[src/rtl/mod_divisor_quinto_if.sv]
// Handshake/data bundle for the fixed divide-by-5 unit.
//   start : request, taken when the divider is free to accept
//   a     : signed 9-bit dividend, captured on the accept edge
//   y     : low 6 bits of the signed quotient
//   r     : signed 4-bit remainder, -4..4, same sign as a or zero
//   of    : quotient outside -32..31
//   busy  : operation in progress, through the done cycle
//   done  : one-cycle pulse, y/r/of valid from this cycle on
interface mod_divisor_quinto_if;
  logic              start;
  logic signed [8:0] a;
  logic        [5:0] y;
  logic        [3:0] r;
  logic              of;
  logic              busy;
  logic              done;

  modport master (output start, a, input  y, r, of, busy, done);
  modport slave  (input  start, a, output y, r, of, busy, done);
endinterface

[src/rtl/mod_divisor_quinto.sv]
// Signed divide-by-5, restoring, one quotient bit per clock.
//   clk : rising-edge clock
//   rst : synchronous active-high reset, aborts any operation
//   bus : mod_divisor_quinto_if.slave (start/a in, y/r/of/busy/done out)
//
// state  | meaning
// -------+----------------------------------------------------------
// S_IDLE | waiting for start
// S_DIV  | 9 restoring steps on |a|, count 8..0
// S_SIGN | apply the sign of a, register y/r/of on the exit edge
// S_DONE | done pulse; start here is taken so ops run every 11 clocks
module mod_divisor_quinto (
  input  logic                 clk,
  input  logic                 rst,
  mod_divisor_quinto_if.slave  bus
);

  typedef enum logic [1:0] {S_IDLE, S_DIV, S_SIGN, S_DONE} state_t;

  state_t      state, state_next;
  logic        accept;

  logic [8:0]  mag;      // dividend shifts out the top, quotient bits shift in
  logic [3:0]  rem;
  logic [3:0]  cnt;
  logic        neg;

  logic [5:0]  y_q;
  logic [3:0]  r_q;
  logic        of_q;

  logic [8:0]  a_abs;
  logic [4:0]  shifted;
  logic        fits;
  logic [3:0]  rem_next;
  logic [9:0]  q_u;
  logic [3:0]  r_signed;

  always_comb begin
    state_next = state;
    accept     = 1'b0;
    case (state)
      S_IDLE: if (bus.start) begin
        accept     = 1'b1;
        state_next = S_DIV;
      end
      S_DIV:  if (cnt == 4'd0) state_next = S_SIGN;
      S_SIGN: state_next = S_DONE;
      S_DONE: begin
        // The done-exit edge doubles as the first idle edge, which is
        // what gives the 11-clock back-to-back cadence.
        if (bus.start) begin
          accept     = 1'b1;
          state_next = S_DIV;
        end else begin
          state_next = S_IDLE;
        end
      end
      default: state_next = S_IDLE;
    endcase
  end

  // |-256| = 256 still fits as 9-bit unsigned.
  assign a_abs    = bus.a[8] ? (~bus.a + 9'd1) : bus.a;
  assign shifted  = {rem, mag[8]};
  assign fits     = (shifted >= 5'd5);
  assign rem_next = fits ? 4'(shifted - 5'd5) : shifted[3:0];

  // Quotient magnitude is at most 51, so 10 bits signed holds -51..51.
  assign q_u      = neg ? (~{1'b0, mag} + 10'd1) : {1'b0, mag};
  assign r_signed = neg ? (~rem + 4'd1) : rem;

  always_ff @(posedge clk) begin
    if (rst) begin
      state <= S_IDLE;
      mag   <= '0;
      rem   <= '0;
      cnt   <= '0;
      neg   <= 1'b0;
      y_q   <= '0;
      r_q   <= '0;
      of_q  <= 1'b0;
    end else begin
      state <= state_next;
      if (accept) begin
        mag <= a_abs;
        neg <= bus.a[8];
        rem <= '0;
        cnt <= 4'd8;
      end else if (state == S_DIV) begin
        mag <= {mag[7:0], fits};
        rem <= rem_next;
        if (cnt != 4'd0) cnt <= cnt - 4'd1;
      end
      if (state == S_SIGN) begin
        y_q  <= q_u[5:0];
        r_q  <= r_signed;
        of_q <= ($signed(q_u) > 10'sd31) || ($signed(q_u) < -10'sd32);
      end
    end
  end

  assign bus.y    = y_q;
  assign bus.r    = r_q;
  assign bus.of   = of_q;
  assign bus.busy = (state != S_IDLE);
  assign bus.done = (state == S_DONE);

endmodule

[src/flat_wrapper.sv]
// flat-port wrapper written by rule: the top's interface ports become plain ports
module mod_divisor_quinto_flat 
  (clk, rst, bus_start, bus_a, bus_y, bus_r, bus_of, bus_busy, bus_done);
  mod_divisor_quinto_if bus_i ();
  input  logic clk;
  input  logic rst;
  input wire logic [$bits(bus_i.start)-1:0] bus_start;
  input wire logic [$bits(bus_i.a)-1:0] bus_a;
  output wire logic [$bits(bus_i.y)-1:0] bus_y;
  output wire logic [$bits(bus_i.r)-1:0] bus_r;
  output wire logic [$bits(bus_i.of)-1:0] bus_of;
  output wire logic [$bits(bus_i.busy)-1:0] bus_busy;
  output wire logic [$bits(bus_i.done)-1:0] bus_done;
  assign bus_i.start = bus_start;
  assign bus_i.a = bus_a;
  assign bus_y = bus_i.y;
  assign bus_r = bus_i.r;
  assign bus_of = bus_i.of;
  assign bus_busy = bus_i.busy;
  assign bus_done = bus_i.done;
  mod_divisor_quinto u_core (.clk(clk), .rst(rst), .bus(bus_i));
endmodule
[config.mk]
export PLATFORM = sky130hd
export DESIGN_NAME = mod_divisor_quinto_flat
export DESIGN_NICKNAME = d
export VERILOG_FILES = /design/src/rtl/mod_divisor_quinto_if.sv /design/src/rtl/mod_divisor_quinto.sv /design/src/flat_wrapper.sv
export SDC_FILE = /design/constraint.sdc
export NUM_CORES = 1
export LEC_CHECK = 0
export ABC_AREA = 1
export CELL_PAD_IN_SITES_DETAIL_PLACEMENT = 1
export CELL_PAD_IN_SITES_GLOBAL_PLACEMENT = 1
export CORE_MARGIN = 5
export CORE_UTILIZATION = 30
export DETAILED_ROUTE_END_ITERATION = 8
export HOLD_SLACK_MARGIN = 0.03
export PLACE_DENSITY = 0.73
export SYNTH_ARGS = -nofsm -noshare
export SYNTH_HDL_FRONTEND = slang
export SYNTH_SLANG_ARGS = --single-unit
[constraint.sdc]
create_clock -name clk -period 1.55 [get_ports clk]
set_clock_uncertainty 0.1 [all_clocks]
set_input_delay 0.31 -clock clk [delete_from_list [all_inputs] [get_ports clk]]
set_output_delay 0.31 -clock clk [all_outputs]
set_load 0.02 [all_outputs]
==> reports/qor.csv, run 1 <==
stage;metric;value;unit
worst_setup_path;crit_required;1630;ps
cells_and_area;final_nets;353;
floorplan;ios;25;
placement;post_dp_cell_area;0.00243;mm2
worst_setup_path;reg2reg_depth;6;
synth;synth_cell_types;27;
cells_and_area;antenna_cells;0;
clock_network;clk_path_buf_depth;2;
placement;gp_congestion;0.818;
sta;maxSlewViolCount;0;
pwr;leakage;1.26;nW
detailed_routing;vias;1942;
worst_setup_path;critPathArrivalTime;1600;ps
sta;worst_pin_slew;352;ps
synth;ys_ff_latch;31;
floorplan;core-area;0.00596;mm2
worst_hold_path;min_from;u_core.mag[4]$_SDFFE_PP0P_;
clock_network;cts_buffers;5;
worst_setup_path;critPathKind;flip-flop to flip-flop;
worst_hold_path;worstHoldEndpoint;u_core.mag[4]$_SDFFE_PP0P_;
job;maxCapViolCount;0;
floorplan;placementRows;28;
floorplan;start_util;0.311;
cells_and_area;drive_above_1_share;0.247;
synth;synth_most_common_cell;nand2_1;
sta;relSlewSlack;0.764;
sta;holdWs;374;ps
placement;dp_hpwl;4170;um
grt;grt_start_max_net_pins;21;
floorplan;die_y;88.6;um
synth;synth_cells;267;
synth;netlist.area_leader.share;0.335;
detailed_routing;viasPerCell;4.82;
synth;synth_area;0.00185;mm2
sta;grt_setup_unrepaired;yes;
synth;yosysWarningCount;0;
synth;synth-edff-count;0;
worst_setup_path;rrSetupSlack;40;ps
sta;fin_ws;36.0;ps
status;status;finished, final reports clean;
cells_and_area;syn_to_final_growth;41.4;%
detailed_routing;wl_per_cell;13.4;um
worst_setup_path;critPathMaxFanout;5;
floorplan;die_area;0.00784;mm2
synth;syn-mean-instance-area;6.94;um2
worst_setup_path;end_kind;flip-flop;
sta;post-route-period-util;0.977;
worst_setup_path;setup.worst_path.start_class;flip-flop;
cells_and_area;fin_area;0.00262;mm2
pwr;power.density;1780;mW/mm2
clock_network;cts_hold_buf;0;
placement;pre_cts_ws;-324;ps
clock_network;cts_tree;built;
synth;syn-num-nets;292;
pwr;peakVddDrop;0.000921;V
worst_setup_path;r2r_end;u_core.mag[0]$_SDFFE_PP0P_;
clock_network;h-tree-depth;2;
grt;grt_overflow;0;
synth;synth_commonest_cells;nand2_1 (54), inv_1 (42), dfxtp_1 (31), o21ai_0 (29), a21oi_1 (22);
detailed_routing;dr.pass1.iters;4;
grt;antenna_found_initial;0;
synth;synth_area_leaders;dfxtp_1 (34%), nand2_1 (11%), ha_1 (8.8%), inv_1 (8.5%), o21ai_0 (7.8%);
synth;seq_area_frac_synth;0.335;
placement;portBuffers;24;
clock_network;cts_sinks;31;
sta;hold_viol_final;0;
grt;grt_use_total;0.147;
clock_network;cts_root_buf;clkbuf_8;
synth;async_flop_share;0;
floorplan;fp.dieW;88.6;um
sta;clock.fmax;660;MHz
clock_network;clk_pin_slew;70;ps
synth;yosys.area.top_type;dfxtp_1;
grt;grt_pass1_wl;9030;um
grt;grt_pass1_vias;1962;
detailed_routing;drtIter0Drc;76;
worst_hold_path;min_path_cells;2;
worst_setup_path;r2r_start;u_core.state[0]$_SDFFE_PP0P_;
synth;ys.flop_type;dfxtp_1;
clock_network;worstSkewPairLatency;290;ps
worst_hold_path;hold_class;flip-flop to flip-flop;
detailed_routing;drcViolationCount;0;
detailed_routing;wl;5390;um
sta;period_minus_slack;1510;ps
detailed_routing;final_antenna_net_count;0;
cells_and_area;final_util;0.439;
sta;setup_viol_count_final;0;
-- where the power goes --
part / total, mW / leakage [nW] / switching, mW / internal [mW]
Clock: 0.663 / 0.0470 / 0.315 / 0.348
Sequential: 1.31 / 0.258 / 0.217 / 1.09
Combinational: 2.69 / 0.957 / 1.53 / 1.16
Total: 4.67 / 1.26 / 2.07 / 2.60
-- critical path, stage by stage, from the launching register on --
cell and delay [ps]:
dfxtp_2 350, inv_2 50, ha_4 210, or2_4 270, nand2_1 160, o22ai_1 90
a22o_1 180
-- registers in the layout (all words and copies together), names as in the netlist --
register,cells
u_core.mag,9
u_core.rem,4
u_core.cnt,4
u_core.bus.r,4
u_core.state,2
u_core.bus.y,6
u_core.neg,1
u_core.bus.of,1
-- cell usage in the layout (no fill, tap or decap), drive strengths merged, types with 2 or more instances in the layout --
| cell | Yosys | layout |
|---|---|---|
| a21oi | 23 | 23 |
| buf | 6 | 38 |
| clkbuf | 0 | 6 |
| clkdlybuf4s50 | 0 | 10 |
| dfxtp | 31 | 31 |
| dlygate4sd2 | 0 | 11 |
| ha | 13 | 13 |
| inv | 45 | 45 |
| nand2 | 54 | 54 |
| nand3 | 10 | 10 |
| nand4 | 3 | 3 |
| nor2 | 20 | 20 |
| nor3 | 4 | 4 |
| o211ai | 8 | 8 |
| o21ai | 32 | 32 |
| o22ai | 2 | 2 |
| xor2 | 9 | 9 |
-- stage by stage --
step                      power, mW  setup TNS [ps]  cells
after floorplan                2.80               0    267
after global placement         3.77           -2970    394
after detailed placement       3.86           -3820    394
after CTS                      4.54               0    401
after global routing           5.13            -187    403
final                          4.67               0    403
-- worst max-delay path by stage --
stage | from | end | slack (ps) | cells after the start
after floorplan | u_core.state[0]$_SDFFE_PP0P_ | u_core.rem[0]$_SDFFE_PP0P_ | 10 | 9
after global placement | bus_a[1] | u_core.mag[2]$_SDFFE_PP0P_ | -300 | 8
after detailed placement | bus_a[1] | u_core.mag[2]$_SDFFE_PP0P_ | -320 | 8
after CTS | bus_a[1] | u_core.mag[2]$_SDFFE_PP0P_ | 0.06 | 8
after global routing | u_core.state[0]$_SDFFE_PP0P_ | u_core.mag[2]$_SDFFE_PP0P_ | -40 | 7
final | u_core.state[0]$_SDFFE_PP0P_ | u_core.mag[0]$_SDFFE_PP0P_ | 40 | 6
-- final cells by class --
| class | count | area (um2) |
|---|---|---|
| fill | 770 | 3340 |
| multi-input combinational | 185 | 1110 |
| sequential | 31 | 631 |
| timing repair buffer | 60 | 518 |
| inverter | 45 | 174 |
| tap | 75 | 93.8 |
| clock buffer | 6 | 82.6 |
| clock inverter | 1 | 5.00 |
-- routing by layer --
layer  share of wire  up-vias  global-route usage
li1                -      986                   -
met1            0.48      932               0.187
met2            0.48       19               0.251
met3           0.029        5              0.0326
met4           0.010        0              0.0398
met5               0        -                   0
-- logic make-up after synthesis --
kind of cell / count (synthesis) / synth area share
AND/OR/NAND/NOR: 92 / 0.208
AO/OA/AOI/OAI: 71 / 0.216
buffers and inverters: 51 / 0.111
flip-flops: 31 / 0.335
adder cells (fa/ha/maj): 13 / 0.0878
XOR/XNOR: 9 / 0.0426
-- what timing repair did --
item / CTS / global route
pin swaps: 6 / 12
buffers inserted: 0 / 2
endpoints found under the setup margin: 29 / 19
gates resized for setup: 32 / 32
Power figures use the tool's default switching activity.
==> inputs of run 2 (changes only) <==
- CORE_MARGIN: 5 -> default
- CORE_UTILIZATION: 30 -> 35
- PLACE_DENSITY: 0.73 -> 0.82
- SLEW_MARGIN: default -> 25
==> reports/qor.csv, run 2 (synthesis gave the netlist of run 1 again) <==
stage;metric;value;unit
status;status;finished, final reports clean;
cells_and_area;drive_above_1_share;0.270;
placement;portBuffers;24;
pwr;pwr-share-clk;0.168;
placement;gp_congestion;0.757;
cells_and_area;fin_area;0.00271;mm2
floorplan;die_area;0.00559;mm2
placement;pre_cts_ws;-305;ps
grt;grt_pass1_vias;2024;
clock_network;clk_path_buf_depth;2;
worst_setup_path;setup.worst_path.start_class;flip-flop;
cells_and_area;layout_common_cells;nand2_1 (50), inv_1 (38), buf_4 (34), dfxtp_1 (26), o21ai_0 (20);
cells_and_area;largest-register;u_core.mag;
job;maxCapViolCount;0;
clock_network;worstSkewPairLatency;290;ps
clock_network;cts_sinks;31;
pwr;combPwrFrac;0.572;
grt;grt_pass1_wl;9150;um
cells_and_area;final_util;0.530;
placement;post_dp_cell_area;0.00242;mm2
sta;grt_setup_unrepaired;yes;
floorplan;start_util;0.363;
sta;setup_viol_count_final;0;
sta;tns;0;ps
pwr;power.switching;2.18;mW
floorplan;core-area;0.00511;mm2
placement;dp_hpwl;4230;um
detailed_routing;dr.pass1.iters;4;
cells_and_area;nFillCells;655;
pwr;peakVddDrop;0.00103;V
grt;antenna_found_initial;0;
floorplan;die_y;74.7;um
pwr;sequentialPowerShare;0.260;
clock_network;cts_hold_buf;0;
detailed_routing;drtIter0Drc;53;
cells_and_area;antenna_cells;0;
floorplan;ios;25;
pwr;power.density;1860;mW/mm2
sta;maxSlewViolCount;0;
pwr;p_int;2.86;mW
worst_hold_path;hold_class;flip-flop to flip-flop;
grt;grt_start_max_net_pins;21;
clock_network;cts_buffers;5;
floorplan;fp.dieW;74.7;um
pwr;leakage;1.29;nW
sta;worst_pin_slew;275;ps
clock_network;h-tree-depth;2;
grt;grt_overflow;0;
floorplan;placementRows;26;
pwr;swShare;0.432;
sta;period_minus_slack;1530;ps
detailed_routing;wl;5740;um
clock_network;clk_pin_slew;70;ps
worst_setup_path;crit_required;1650;ps
sta;fin_ws;17.8;ps
cells_and_area;largest_reg_flops;9;
cells_and_area;mostFrequentLayoutCell;nand2_1;
worst_setup_path;critPathKind;flip-flop to flip-flop;
worst_setup_path;critPathMaxFanout;5;
detailed_routing;wl_per_cell;14.4;um
worst_setup_path;critPathArrivalTime;1630;ps
worst_setup_path;end_kind;flip-flop;
sta;hold_viol_final;0;
detailed_routing;vias;1953;
detailed_routing;viasPerCell;4.88;
clock_network;cts_tree;built;
clock_network;cts_root_buf;clkbuf_8;
sta;post-route-period-util;0.989;
pwr;p_total;5.04;mW
sta;clock.fmax;653;MHz
cells_and_area;syn_to_final_growth;46.1;%
sta;relSlewSlack;0.816;
grt;grt_use_total;0.220;
detailed_routing;drcViolationCount;0;
detailed_routing;final_antenna_net_count;0;
cells_and_area;final_nets;354;
[run 2: worst max-delay path, stage by stage (launching register included)]
cell and delay [ps]:
dfxtp_2 360, inv_2 60, ha_4 210, or2_4 270, nor2_1 190, buf_4 140
nand2_1 40, o21ai_0 70
[run 2: path summary, 6_finish.rpt]
check | startpoint | to | slack (ps) | cells past startpoint
worst max register to register | u_core.state[0]$_SDFFE_PP0P_ | u_core.neg$_SDFFE_PP0P_ | 20 | 7
worst min register to register | u_core.mag[6]$_SDFFE_PP0P_ | u_core.mag[6]$_SDFFE_PP0P_ | 370 | 2
worst max-delay path | u_core.state[0]$_SDFFE_PP0P_ | u_core.neg$_SDFFE_PP0P_ | 20 | 7
worst min-delay path | u_core.mag[6]$_SDFFE_PP0P_ | u_core.mag[6]$_SDFFE_PP0P_ | 370 | 2
[run 2: stage by stage]
stage                     hold slack, ps  cells
after CTS                            367    400
after global routing                 395    400
final                                374    400
after detailed placement             364    388
after global placement               352    388
after floorplan                      343    267
[run 2: timing repair]
action,4_1_cts,5_1_grt
endpoints found under the setup margin,33,24
gates resized for setup,42,32
pin swaps,7,6
buffers inserted,4,0
[run 2: power groups by stage]
stage | Combinational (mW) | Clock, mW | Sequential (mW)
5_1_grt | 3.22 | 0.897 | 1.34
3_3_place_gp | 2.46 | 0 | 1.29
2_1_floorplan | 1.43 | 0 | 1.38
3_5_place_dp | 2.57 | 0 | 1.31
4_1_cts | 2.73 | 0.859 | 1.30
6_report | 2.88 | 0.845 | 1.31
[run 2: layer usage]
layer	wire (um)	vias up	track usage
li1	-	991	-
met4	49	0	0.0587
met5	0	-	0
met2	3040	22	0.417
met1	2530	935	0.250
met3	123	5	0.0402
[run 2: final cells by class]
type	count	area [um2]	area share
Timing Repair Buffer	61	538	0.199
Tap cell	70	87.6	0.0324
Sequential cell	31	627	0.232
Clock inverter	2	35.0	0.0130
Inverter	45	174	0.0643
Clock buffer	6	82.6	0.0305
Multi-Input combinational cell	185	1160	0.429
